`config.mk`:
```
export PLATFORM = sky130hd
export DESIGN_NAME = key_event_encoder_flat
export DESIGN_NICKNAME = d
export VERILOG_FILES = /design/src/rtl/key_event_pkg.sv /design/src/rtl/key_event_encoder_if.sv /design/src/rtl/SelectNPulse.sv /design/src/rtl/key_repeat_timer.sv /design/src/rtl/key_event_encoder.sv /design/src/flat_wrapper.sv
export SDC_FILE = /design/constraint.sdc
export NUM_CORES = 1
export LEC_CHECK = 0
export CORE_UTILIZATION = 35
export CTS_CLUSTER_DIAMETER = 100
export DETAILED_ROUTE_END_ITERATION = 10
export PLACE_DENSITY_LB_ADDON = 0.05
export SETUP_SLACK_MARGIN = 0.5
export SLEW_MARGIN = 25
export SYNTH_ARGS = -nofsm -noshare
export SYNTH_HDL_FRONTEND = slang
export SYNTH_SLANG_ARGS = --single-unit
```
`constraint.sdc`:
```
create_clock -name Clock -period 3.1 [get_ports Clock]
set_input_delay 0.62 -clock Clock [delete_from_list [all_inputs] [get_ports Clock]]
set_output_delay 0.62 -clock Clock [all_outputs]
set_load 0.005 [all_outputs]
```
`src/rtl/key_event_pkg.sv`:
```
// Shared types and width helpers for the key event encoder.
package key_event_pkg;

  // Event kind carried alongside Code; KIND_NONE is never presented with Valid.
  typedef enum logic [1:0] {
    KIND_NONE    = 2'd0,
    KIND_PRESS   = 2'd1,
    KIND_RELEASE = 2'd2,
    KIND_REPEAT  = 2'd3
  } kind_t;

  // Width of the key index; a single key still gets a one-bit code.
  function automatic int code_width(input int size);
    return (size <= 1) ? 1 : $clog2(size);
  endfunction

  // Width of a repeat timer that must hold values up to RepeatDelay.
  function automatic int timer_width(input int repeat_delay);
    return $clog2(repeat_delay + 1);
  endfunction

endpackage

```
`src/rtl/key_event_encoder_if.sv`:
```
// Event stream between the encoder and the downstream controller.
//
// Handshake: an event transfers on every rising Clock where Valid && Ready.
// The producer keeps Code/Kind stable and Valid high until that transfer;
// the consumer may drive Ready at any time, independent of Valid.
interface key_event_encoder_if #(
  parameter int CW = 2
) ();
  import key_event_pkg::*;

  logic          Valid;
  logic          Ready;
  logic [CW-1:0] Code;
  kind_t         Kind;

  modport master (output Valid, output Code, output Kind, input Ready);
  modport slave  (input Valid, input Code, input Kind, output Ready);

endinterface

```
`src/rtl/SelectNPulse.sv`:
```
// Free-running divider: one-clock Pulse every N clocks, counting from reset.
module SelectNPulse #(
  parameter int N = 2
) (
  input  logic Clock,
  input  logic nReset,
  output logic Pulse
);

  localparam int CNTW = (N > 1) ? $clog2(N) : 1;
  localparam logic [CNTW-1:0] LAST = CNTW'(N - 1);

  logic [CNTW-1:0] cnt;

  // Wrap-around counter; Pulse marks the last count of each period.
  always_ff @(posedge Clock or negedge nReset) begin
    if (!nReset) begin
      cnt <= '0;
    end else if (cnt == LAST) begin
      cnt <= '0;
    end else begin
      cnt <= cnt + 1'b1;
    end
  end

  assign Pulse = (cnt == LAST);

endmodule

```
`src/rtl/key_repeat_timer.sv`:
```
// Per-key auto-repeat timer. Counts Tick pulses while the key is held and
// fires on the tick after the count reaches RepeatDelay-1, then reloads so
// later repeats come every RepeatPeriod ticks.
module key_repeat_timer
  import key_event_pkg::*;
#(
  parameter int RepeatDelay  = 500,
  parameter int RepeatPeriod = 100
) (
  input  logic Clock,
  input  logic nReset,
  input  logic Tick,
  input  logic Held,
  input  logic Clear,
  output logic Fire
);

  localparam int TW = timer_width(RepeatDelay);
  localparam logic [TW-1:0] LAST   = TW'(RepeatDelay - 1);
  localparam logic [TW-1:0] RELOAD = TW'(RepeatDelay - RepeatPeriod);

  logic [TW-1:0] cnt;

  // Fire is combinational so the pending flag is set in the same clock as the tick.
  assign Fire = Tick & Held & ~Clear & (cnt == LAST);

  // Count ticks while held; a new press or a released key restarts from zero.
  always_ff @(posedge Clock or negedge nReset) begin
    if (!nReset) begin
      cnt <= '0;
    end else if (Clear || !Held) begin
      cnt <= '0;
    end else if (Tick) begin
      cnt <= (cnt == LAST) ? RELOAD : cnt + 1'b1;
    end
  end

endmodule

```
`src/rtl/key_event_encoder.sv`:
```
// Key event encoder: turns debounced active-low key levels into a serial
// stream of press / release / auto-repeat events with a sticky overrun flag.
module key_event_encoder
  import key_event_pkg::*;
#(
  parameter int Size           = 4,
  parameter int ClockPeriod_ns = 20,
  parameter int TickPeriod_ns  = 1_000_000,
  parameter int RepeatDelay    = 500,
  parameter int RepeatPeriod   = 100
) (
  input  logic                Clock,
  input  logic                nReset,
  input  logic [Size-1:0]     I,
  key_event_encoder_if.master Ev,
  output logic [Size-1:0]     Held,
  output logic                Overrun
);

  localparam int CW    = code_width(Size);
  localparam int TickN = TickPeriod_ns / ClockPeriod_ns;

  logic [Size-1:0] prev;
  logic [Size-1:0] key_down;
  logic [Size-1:0] prs_edge;
  logic [Size-1:0] rel_edge;
  logic [Size-1:0] fire;
  logic            tick;

  logic [Size-1:0] pp, pr, pt;
  logic [Size-1:0] pp_nxt, pr_nxt, pt_nxt;
  logic [Size-1:0] clr_pp, clr_pr, clr_pt;
  logic            ovr_set;

  logic            sel_any;
  logic [CW-1:0]   sel_idx;
  kind_t           sel_kind;
  logic [Size-1:0] sel_oh;
  logic            load;

  logic            valid_q;
  logic [CW-1:0]   code_q;
  kind_t           kind_q;
  logic            overrun_q;

  // Repeat tick source; a tick period of one clock or less ticks every clock.
  generate
    if (TickN <= 1) begin : g_tick_const
      assign tick = 1'b1;
    end else begin : g_tick_div
      SelectNPulse #(.N(TickN)) u_tick (
        .Clock  (Clock),
        .nReset (nReset),
        .Pulse  (tick)
      );
    end
  endgenerate

  // Previous key levels; reset to idle so a key held through reset yields a Press.
  always_ff @(posedge Clock or negedge nReset) begin
    if (!nReset) begin
      prev <= '1;
    end else begin
      prev <= I;
    end
  end

  assign key_down = ~I;
  assign prs_edge = prev & ~I;
  assign rel_edge = ~prev & I;
  assign Held     = ~prev;

  // One repeat timer per key.
  for (genvar g = 0; g < Size; g++) begin : g_timer
    key_repeat_timer #(
      .RepeatDelay  (RepeatDelay),
      .RepeatPeriod (RepeatPeriod)
    ) u_timer (
      .Clock  (Clock),
      .nReset (nReset),
      .Tick   (tick),
      .Held   (key_down[g]),
      .Clear  (prs_edge[g]),
      .Fire   (fire[g])
    );
  end

  // Priority pick: lowest key with anything pending; within a key PP, PR, PT.
  always_comb begin
    sel_any  = 1'b0;
    sel_idx  = '0;
    sel_kind = KIND_NONE;
    sel_oh   = '0;
    for (int i = Size - 1; i >= 0; i--) begin
      if (pp[i] || pr[i] || pt[i]) begin
        sel_any   = 1'b1;
        sel_idx   = CW'(i);
        sel_oh    = '0;
        sel_oh[i] = 1'b1;
        if (pp[i]) begin
          sel_kind = KIND_PRESS;
        end else if (pr[i]) begin
          sel_kind = KIND_RELEASE;
        end else begin
          sel_kind = KIND_REPEAT;
        end
      end
    end
  end

  assign load = ~valid_q | Ev.Ready;

  // Pending-flag update: the loaded flag clears, a new edge in the same clock
  // wins over that clear, and setting an already-pending flag is an overrun.
  always_comb begin
    clr_pp  = (load && sel_kind == KIND_PRESS)   ? sel_oh : '0;
    clr_pr  = (load && sel_kind == KIND_RELEASE) ? sel_oh : '0;
    clr_pt  = (load && sel_kind == KIND_REPEAT)  ? sel_oh : '0;
    pp_nxt  = (pp & ~clr_pp) | prs_edge;
    pr_nxt  = (pr & ~clr_pr) | rel_edge;
    pt_nxt  = ((pt & ~clr_pt) | fire) & ~rel_edge;
    ovr_set = |(prs_edge & pp & ~clr_pp)
            | |(rel_edge & pr & ~clr_pr)
            | |(fire & pt & ~clr_pt);
  end

  // Pending flag registers.
  always_ff @(posedge Clock or negedge nReset) begin
    if (!nReset) begin
      pp <= '0;
      pr <= '0;
      pt <= '0;
    end else begin
      pp <= pp_nxt;
      pr <= pr_nxt;
      pt <= pt_nxt;
    end
  end

  // Output register: loads when empty or accepted; Code/Kind hold when idle.
  always_ff @(posedge Clock or negedge nReset) begin
    if (!nReset) begin
      valid_q <= 1'b0;
      code_q  <= '0;
      kind_q  <= KIND_NONE;
    end else if (load) begin
      valid_q <= sel_any;
      if (sel_any) begin
        code_q <= sel_idx;
        kind_q <= sel_kind;
      end
    end
  end

  // Sticky overrun, cleared only by reset.
  always_ff @(posedge Clock or negedge nReset) begin
    if (!nReset) begin
      overrun_q <= 1'b0;
    end else if (ovr_set) begin
      overrun_q <= 1'b1;
    end
  end

  assign Ev.Valid = valid_q;
  assign Ev.Code  = code_q;
  assign Ev.Kind  = kind_q;
  assign Overrun  = overrun_q;

endmodule
```
`src/flat_wrapper.sv`:
```
// flat-port wrapper written by rule: the top's interface ports become plain ports
module key_event_encoder_flat import key_event_pkg::*;
#(
  parameter int Size           = 4,
  parameter int ClockPeriod_ns = 20,
  parameter int TickPeriod_ns  = 1_000_000,
  parameter int RepeatDelay    = 500,
  parameter int RepeatPeriod   = 100
)
  (Clock, nReset, I, Held, Overrun, Ev_Valid, Ev_Code, Ev_Kind, Ev_Ready);
  key_event_encoder_if Ev_i ();
  input  logic Clock;
  input  logic nReset;
  input  logic [Size-1:0] I;
  output logic [Size-1:0] Held;
  output logic Overrun;
  output wire logic [$bits(Ev_i.Valid)-1:0] Ev_Valid;
  output wire logic [$bits(Ev_i.Code)-1:0] Ev_Code;
  output wire logic [$bits(Ev_i.Kind)-1:0] Ev_Kind;
  input wire logic [$bits(Ev_i.Ready)-1:0] Ev_Ready;
  assign Ev_Valid = Ev_i.Valid;
  assign Ev_Code = Ev_i.Code;
  assign Ev_Kind = Ev_i.Kind;
  assign Ev_i.Ready = Ev_Ready;
  key_event_encoder #(.Size(Size), .ClockPeriod_ns(ClockPeriod_ns), .TickPeriod_ns(TickPeriod_ns), .RepeatDelay(RepeatDelay), .RepeatPeriod(RepeatPeriod)) u_core (.Clock(Clock), .nReset(nReset), .I(I), .Ev(Ev_i), .Held(Held), .Overrun(Overrun));
endmodule
```
* Word-level counts from Yosys, hierarchy flattened
Cells that the tools add are included.
Operators by class: eq/ne operators 8, $add $sub $neg 5, reduce and logical (&&, ||, !) cells 27, mux-type cells 40, bitwise operators 41
Operator list (count):
- $mux W9 | 12
- $and A4 B4 Y4 | 12
- $add A9 B1 Y9 const B | 4
- $eq A9 B9 Y1 const B | 4
- $mux W4 | 7
- $mux W2 | 12
- $not A4 Y4 | 6
- $add A16 B1 Y16 const B | 1
- $eq A16 B16 Y1 const B | 1
- $mux W16 | 1
- $and A1 B1 Y1 | 12
- $logic_or A1 B1 Y1 | 12
- $or A4 B4 Y4 | 3
- $reduce_or A4 Y1 | 3
- $mux W1 | 8
- $reduce_bool A2 Y1 | 4
- $not A1 Y1 | 5
- $eq A2 B2 Y1 const B | 2
- $logic_not A1 Y1 | 4
- $logic_and A1 B1 Y1 | 3
- $or A1 B1 Y1 | 3
- $eq A2 B1 Y1 const B | 1
- $reduce_and A2 Y1 | 1
Storage, ports and cells: bits of input ports 7, output and inout port bits 10, register bits 74

* Longest topological paths before layout
Gate-level depths: netlist of the first run.
depth in word-level cells 14, mapped depth 10, gate-level depth less buffers 7

* By module
Synthesis of the first run repeated with hierarchy kept, for this count alone.
Unflattened totals: cells, all modules 410, area, all modules 3975.1 sq um
Modules (own cells, without submodules):
- key_repeat_timer | cells each 52, instances 4, area each 508.0 sq um, sequential area each 225.2 sq um
- key_event_encoder | cells each 135, instances 1, area each 1181.1 sq um, sequential area each 555.5 sq um
- SelectNPulse | cells each 67, instances 1, area each 762.0 sq um, sequential area each 400.4 sq um

* Worst setup path after synthesis of the first run
No wires, ideal clock.
path type in2reg, from input port Ev_Ready, to register u_core.overrun_q, in the netlist u_core.Overrun, path buffers 0, data arrival time 2.095 ns, library setup time 0.129 ns, slack 0.876 ns, stages on the path 6, required time 2.971 ns, path through nand2b_1 nand3_4 or3_4 o311ai_2 o2111ai_1 a2111o_1
Between the ends: cells in the longest elaborated chain, start to end 8, elaborated cells between the ends (all ways) 18
Ends and longest elaborated chain:
- from (decl) | RTL line flat_wrapper.sv:20 | input wire logic [$bits(Ev_i.Ready)-1:0] Ev_Ready;
- $or A1 B1 Y1 * | RTL line key_event_encoder.sv:111 | assign load = ~valid_q | Ev.Ready;
- $logic_and A1 B1 Y1, on equally long branches | RTL line key_event_encoder.sv:116, key_event_encoder.sv:117
- $mux W4, on equally long branches | RTL line key_event_encoder.sv:116, key_event_encoder.sv:117
- $not A4 Y4, on equally long branches | RTL line key_event_encoder.sv:122, key_event_encoder.sv:123
- $and A4 B4 Y4, on equally long branches | RTL line key_event_encoder.sv:122, key_event_encoder.sv:123
- $reduce_or A4 Y1, on equally long branches | RTL line key_event_encoder.sv:122, key_event_encoder.sv:123
- $or A1 B1 Y1 | RTL line key_event_encoder.sv:123 | | |(rel_edge & pr & ~clr_pr)
- $or A1 B1 Y1 * | RTL line key_event_encoder.sv:124 | | |(fire & pt & ~clr_pt);
- to (signal assigned) | RTL line key_event_encoder.sv:158 | overrun_q <= 1'b0;
- to (signal assigned) | RTL line key_event_encoder.sv:160 | overrun_q <= 1'b1;
- to (decl) | RTL line key_event_encoder.sv:44 | logic overrun_q;
Every way passes the cells marked *; elsewhere a longest branch is shown, timed or not. A chain may end at the register's enable or synchronous reset.

* Worst setup path after layout of the first run
Same ends and word-level chain as after synthesis.

==> results of run 1 <==
==> synth_stat cells (2+ instances only) <==
library cell / n / area share, %
dfrtp_1: 70 / 47
nor2_1: 54 / 5.4
nand2_1: 42 / 4.2
o21ai_0: 35 / 4.7
nand3_1: 19 / 2.6
a21oi_1: 18 / 2.4
xor2_1: 16 / 3.8
nand4_1: 12 / 2.0
inv_1: 10 / 1.0
and3_1: 9 / 1.5
o31ai_1: 9 / 1.8
xnor2_1: 9 / 2.1
nor2b_1: 8 / 1.3
nor3_1: 8 / 1.1
or3_1: 7 / 1.2
and2_1: 6 / 1.0
clkbuf_1: 5 / 0.50
ha_1: 5 / 1.7
nand2b_1: 5 / 0.84
o41ai_1: 5 / 1.2
dfstp_2: 4 / 2.8
nor3b_1: 3 / 0.60
nor4_1: 3 / 0.50
or2_2: 3 / 0.50
a31oi_1: 2 / 0.34
a41oi_1: 2 / 0.47
and4_1: 2 / 0.47
buf_1: 2 / 0.20
nor3_4: 2 / 0.87
nor4bb_1: 2 / 0.54
o2111ai_1: 2 / 0.47
o21a_1: 2 / 0.40
==> worst max-delay path: stages <==
cell and delay, ns:
clkdlybuf4s50_1 0.47, nand2b_1 0.17, nand3_4 0.12, or3_4 0.45, o311ai_2 0.25, o2111ai_1 0.15
a2111o_1 0.40
==> flip-flops by register name (all words and copies together), names as in the netlist <==
signal	cells
u_core.prev	4
u_core.g_tick_div.u_tick.cnt	16
u_core.Ev.Kind	2
u_core.Ev.Valid	1
u_core.g_timer.u_timer.cnt	36
u_core.Ev.Code	2
u_core.Overrun	1
u_core.pt	4
u_core.pp	4
u_core.pr	4
==> what timing repair did <==
action	4_1_cts	5_1_grt
setup endpoints to repair	0	3
gates resized for setup	0	1
buffers inserted	0	0
==> worst paths after layout <==
| check | to | cells after the start | slack, ns | start |
|---|---|---|---|---|
| hold reg to reg | u_core.g_tick_div.u_tick.cnt[0] | 1 | 0.46 | u_core.g_tick_div.u_tick.cnt[0] |
| setup reg to reg | u_core.g_timer[3].u_timer.cnt[8] | 7 | 0.72 | u_core.g_tick_div.u_tick.cnt[7] |
| min in group Clock | u_core.g_tick_div.u_tick.cnt[0] | 1 | 0.46 | u_core.g_tick_div.u_tick.cnt[0] |
| max in group asynchronous | u_core.Ev.Code[1] | 1 | 2.33 | nReset |
| hold / removal | u_core.g_timer[3].u_timer.cnt[6] | 1 | 0.27 | nReset |
| setup / recovery | u_core.Overrun | 7 | 0.70 | Ev_Ready |
==> report_power, final <==
group / total (mW) / switching, mW / internal (mW)
clock: 0.764 / 0.347 / 0.416
sequential: 1.01 / 0.0230 / 0.984
combinational: 0.135 / 0.0829 / 0.0524
==> layout make-up <==
type,count,area (µm²)
repair buffers,21,199
inverters,10,37.5
multi-input cells,306,1800
well taps,136,170
clock inverters,2,35.0
flip-flops and latches,74,1860
clock buffers,14,163
fillers,1026,6060
==> routing by layer <==
layer | global-route usage [%] | wire length, µm
met5 | 0 | 0
met4 | 6.04 | 119
met3 | 4.08 | 197
met2 | 26.4 | 3790
met1 | 21.4 | 3920
==> through the flow <==
step	cell area [µm²]	std cells	power, mW
finish	4270	563	1.91
global route	4270	563	2.01
CTS	4260	563	1.95
detailed placement	4060	547	1.16
global placement	4060	547	1.17
floorplan	3730	398	1.09
==> cells by family after synthesis <==
logic type,count (synthesis),share of synthesized area (%)
xor gates and xnor gates,25,5.87
AOI/OAI and AO/OA,86,14.7
adders and majority gates,5,1.68
buffers and inverters,18,1.85
DFF,74,49.8
and+or+nand+nor,190,26.1
==> run_results.csv, run 1 <==
group,metric,value,unit
finish,layout_commonest_cell,"dfrtp_1",
yosys,synthArstFlopShare,100,%
drt,drc,0,
cts,ctsRootBufferMaster,"clkbuf_8",
cts,clock_tree.htree_level_count,3,
grt,grt_pass1_wl,14.4,mm
finish,drive_gt1_share,7.96,%
drt,vias,2960,
floorplanning,core,0.0103,mm²
place,detailed_place_hpwl,5.54,mm
grt,grt_max_degree,75,
cts,numCtsBuffers,9,
floorplanning,placementRows,37,
yosys,ys_ff_latch,74,
worst_setup_path,crit_required,3.34,ns
sta,fin_tns_setup,0,ns
sta,worst-slew-pin-transition,0.689,ns
yosys,synth_edf_count,0,
worst_setup_path,crit_path_max_fanout,7,
drt,wire_per_inst,14.3,µm
sta,hold_violations,0,
sta,max_slew_margin,54.0,%
worst_setup_path,cp.arrival,2.64,ns
floorplanning,pin_count,17,
finish,final_cell_mix,"dfrtp_1 (70), nor2_1 (54), nand2_1 (42), o21ai_0 (35), nand3_1 (19)",
grt,grt_antenna_before_repair,0,
pwr,power_density,447,mW/mm²
yosys,syn_avg_cell_area,9.37,µm²
drt,drtPass1Iterations,4,
cts,cts_sinks,74,
cts,worstSkewPairLatency,0.35,ns
worst_setup_path,end_kind,"flop",
sta,fin_skew,0.0138,ns
sta,finalSetupViolations,0,
yosys,synthesis.nets,410,
sta,drv_slew,0,
grt,overflow,0,
pwr,p_leak,1.73,nW
job,max_cap_violations,0,
cts,clk_pin_slew,0.08,ns
worst_setup_path,cp-start-kind,"primary input",
floorplanning,start_util,36.1,%
floorplanning,die_h,105,µm
yosys,yosysWarnings,0,
drt,viasPerCell,5.26,
min_path,hold_class,"primary input to asynchronous set/reset pin",
finish,finish.utilization,41.3,%
grt,grt_pass1_vias,2975,
floorplanning,die_width,105,µm
sta,setup_slack,0.697,ns
drt,detail_route.wirelength,8.03,mm
grt,grt_usage,16.4,%
yosys,syn-instance-count,398,
sta,rsz0062_at_grt,"false",
yosys,synthFlopType,"dfrtp_1",
place,post-place-ws,0.330,ns
yosys,synth_cell_types,49,
cts,hold_buffers,0,
cts,cts_tree,"done",
outcome,status,"finished, final reports clean",
yosys,yosysSeqAreaShare,49.8,%
drt,antenna_left,0,
finish,antennaDiodeCount,0,
worst_setup_path,critPathKind,"primary input to flop",
finish,area_growth,14.4,%
pwr,vdd_drop_max,0.256,mV
sta,holdWs,0.274,ns
finish,final_nets,434,
sta,fin_crit_sh,77.5,%
sta,post-route-min-period,2.40,ns
drt,dr.first_iter.drc_count,148,
floorplanning,die_area,0.0111,mm²
yosys,syn-cell-area,0.00373,mm²
place,gp_congestion,0.784,
place,portBuffers,16,
cts,clock_path_buffers,2,
sta,fmax,416,MHz
Note: power is estimated with default switching activity, not from simulation.
==> run 2: changes to the inputs <==
==> constraint.sdc (replaced) <==
create_clock -name Clock -period 2.35 [get_ports Clock]
set_input_delay 0.47 -clock Clock [delete_from_list [all_inputs] [get_ports Clock]]
set_output_delay 0.47 -clock Clock [all_outputs]
set_load 0.005 [all_outputs]
==> run 2 against run 1 <==
Effect of this change: critical path depth is 1 lower; final cell count increased by 8.9%; combinational power is 70% higher; die area is the same; sequential share of layout area decreased by 6.7 points; first-iteration DRC count shrank 62%; power rose by 43%; clock power grew 53%; wire length is 12% higher; clock skew shrank 0.0042 ns; critical path type is now flop to flop; highest routed layer unchanged.
==> run_results.csv, run 2 (same netlist as run 1, synthesis figures left out) <==
group,metric,value,unit
outcome,status,"finished, final reports clean",
finish,reg_top3,"u_core.g_timer.u_timer.cnt x36, u_core.g_tick_div.u_tick.cnt x16",
drt,detail_route.wirelength,8.96,mm
worst_setup_path,timing.rr.end,"u_core.Overrun",
grt,grt_antenna_before_repair,0,
sta,fin_crit_sh,87.4,%
floorplanning,placementRows,37,
drt,wire_per_inst,14.6,µm
drt,antenna_left,0,
worst_setup_path,cp.arrival,2.30,ns
cts,hold_buffers,0,
grt,grt_max_degree,36,
floorplanning,die_area,0.0111,mm²
worst_setup_path,end_kind,"flop",
cts,cts_sinks,74,
finish,largest_register_ffs,36,
finish,drive_gt1_share,28.9,%
grt,grt_pass1_wl,15.1,mm
cts,numCtsBuffers,9,
worst_setup_path,cp-start-kind,"flop",
finish,finish.utilization,49.1,%
cts,ctsRootBufferMaster,"clkbuf_8",
finish,area_growth,35.9,%
sta,fin_tns_setup,0,ns
floorplanning,die_h,105,µm
cts,clk_pin_slew,0.08,ns
floorplanning,start_util,36.1,%
worst_setup_path,critPathKind,"flop to flop",
finish,layout_commonest_cell,"dfrtp_1",
worst_setup_path,path_cells,"nor3_4 > nand3_4 > or3_4 > o311ai_2 > o2111ai_2 > a2111o_1",
pwr,vdd_drop_max,0.273,mV
place,detailed_place_hpwl,5.89,mm
floorplanning,pin_count,17,
worst_setup_path,reg2reg_setup_slack,0.30,ns
sta,holdWs,0.0218,ns
drt,dr.first_iter.drc_count,56,
sta,drv_slew,0,
cts,clock_tree.htree_level_count,3,
worst_setup_path,slowest_delay,0.45,ns
job,max_cap_violations,0,
worst_setup_path,crit_slowest_cell,"dfrtp_2",
drt,drc,0,
finish,final_cell_mix,"dfrtp_1 (63), nor2_1 (46), buf_4 (41), nand2_1 (40), o21ai_0 (22)",
sta,post-route-min-period,2.05,ns
sta,fmax,487,MHz
drt,viasPerCell,5.16,
floorplanning,die_width,105,µm
sta,setup_slack,0.296,ns
pwr,p_leak,2.14,nW
sta,hold_violations,0,
sta,finalSetupViolations,0,
sta,max_slew_margin,70.0,%
grt,overflow,0,
place,post-place-ws,-0.0989,ns
min_path,hold_class,"primary input to asynchronous set/reset pin",
place,portBuffers,16,
finish,final_nets,484,
sta,rsz0062_at_grt,"true",
cts,cts_tree,"done",
worst_setup_path,rr_worst_depth,6,
worst_setup_path,crit_required,2.60,ns
floorplanning,core,0.0103,mm²
sta,fin_skew,0.00957,ns
cts,clock_path_buffers,2,
cts,worstSkewPairLatency,0.36,ns
place,gp_congestion,0.800,
grt,grt_pass1_vias,3170,
sta,worst-slew-pin-transition,0.445,ns
drt,drtPass1Iterations,4,
finish,top_register,"u_core.g_timer.u_timer.cnt",
drt,vias,3163,
worst_setup_path,crit_path_max_fanout,5,
grt,grt_usage,17.2,%
pwr,power_density,537,mW/mm²
worst_setup_path,reg2reg_from,"u_core.pr[0]",
finish,antennaDiodeCount,0,
[run 2: worst max-delay path by stage]
stage	end	slack, ns	startpoint	cells after the start
finish	u_core.Overrun	0.30	u_core.pr[0]	6
global route	u_core.Overrun	0.21	u_core.pr[0]	6
floorplan	u_core.Overrun	0.33	u_core.pp[2]	5
detailed placement	u_core.Overrun	-0.1	Ev_Ready	7
CTS	u_core.Overrun	0.30	u_core.pr[1]	6
global placement	u_core.Overrun	-0.06	Ev_Ready	7
[run 2: worst max-delay path, delay by kind of cell (launching register included)]
kind / cells / cell delay (ns)
flops: 1 / 0.45
compound gates: 3 / 0.72
simple gates: 3 / 0.77
[run 2: metrics by stage]
| step | cells | total power, mW | instance area (µm²) |
|---|---|---|---|
| 6_report | 613 | 2.72 | 5070 |
| 5_1_grt | 613 | 2.84 | 5070 |
| 4_1_cts | 596 | 2.75 | 4680 |
| 3_5_place_dp | 559 | 1.55 | 4180 |
| 3_3_place_gp | 559 | 1.55 | 4180 |
| 2_1_floorplan | 398 | 1.44 | 3750 |
[run 2: what timing repair did]
item / CTS / global route
setup buffers: 21 / 16
resized for setup: 31 / 68
gates cloned: 0 / 1
setup endpoints to repair: 30 / 40
pin swaps: 10 / 18
[run 2: layout make-up]
cell class | instances | area [µm²]
tap | 136 | 170
timing repair buffer | 71 | 671
sequential | 74 | 1870
inverter | 10 | 37.5
fill | 958 | 5260
clock inverter | 4 | 72.6
multi-input combinational | 306 | 2090
clock buffer | 12 | 165
[run 2: layer usage]
layer	vias to the layer above	wire length, µm	GRT usage (%)
met2	30	4340	28.0
met4	0	120	6.14
li1	1574	-	-
met3	10	205	4.08
met1	1549	4300	22.4
met5	-	0	0
[run 2: power by group]
group	total, mW	switching, mW	internal (mW)
registers	1.32	0.0240	1.30
clock network	1.17	0.488	0.683
logic	0.229	0.133	0.0953
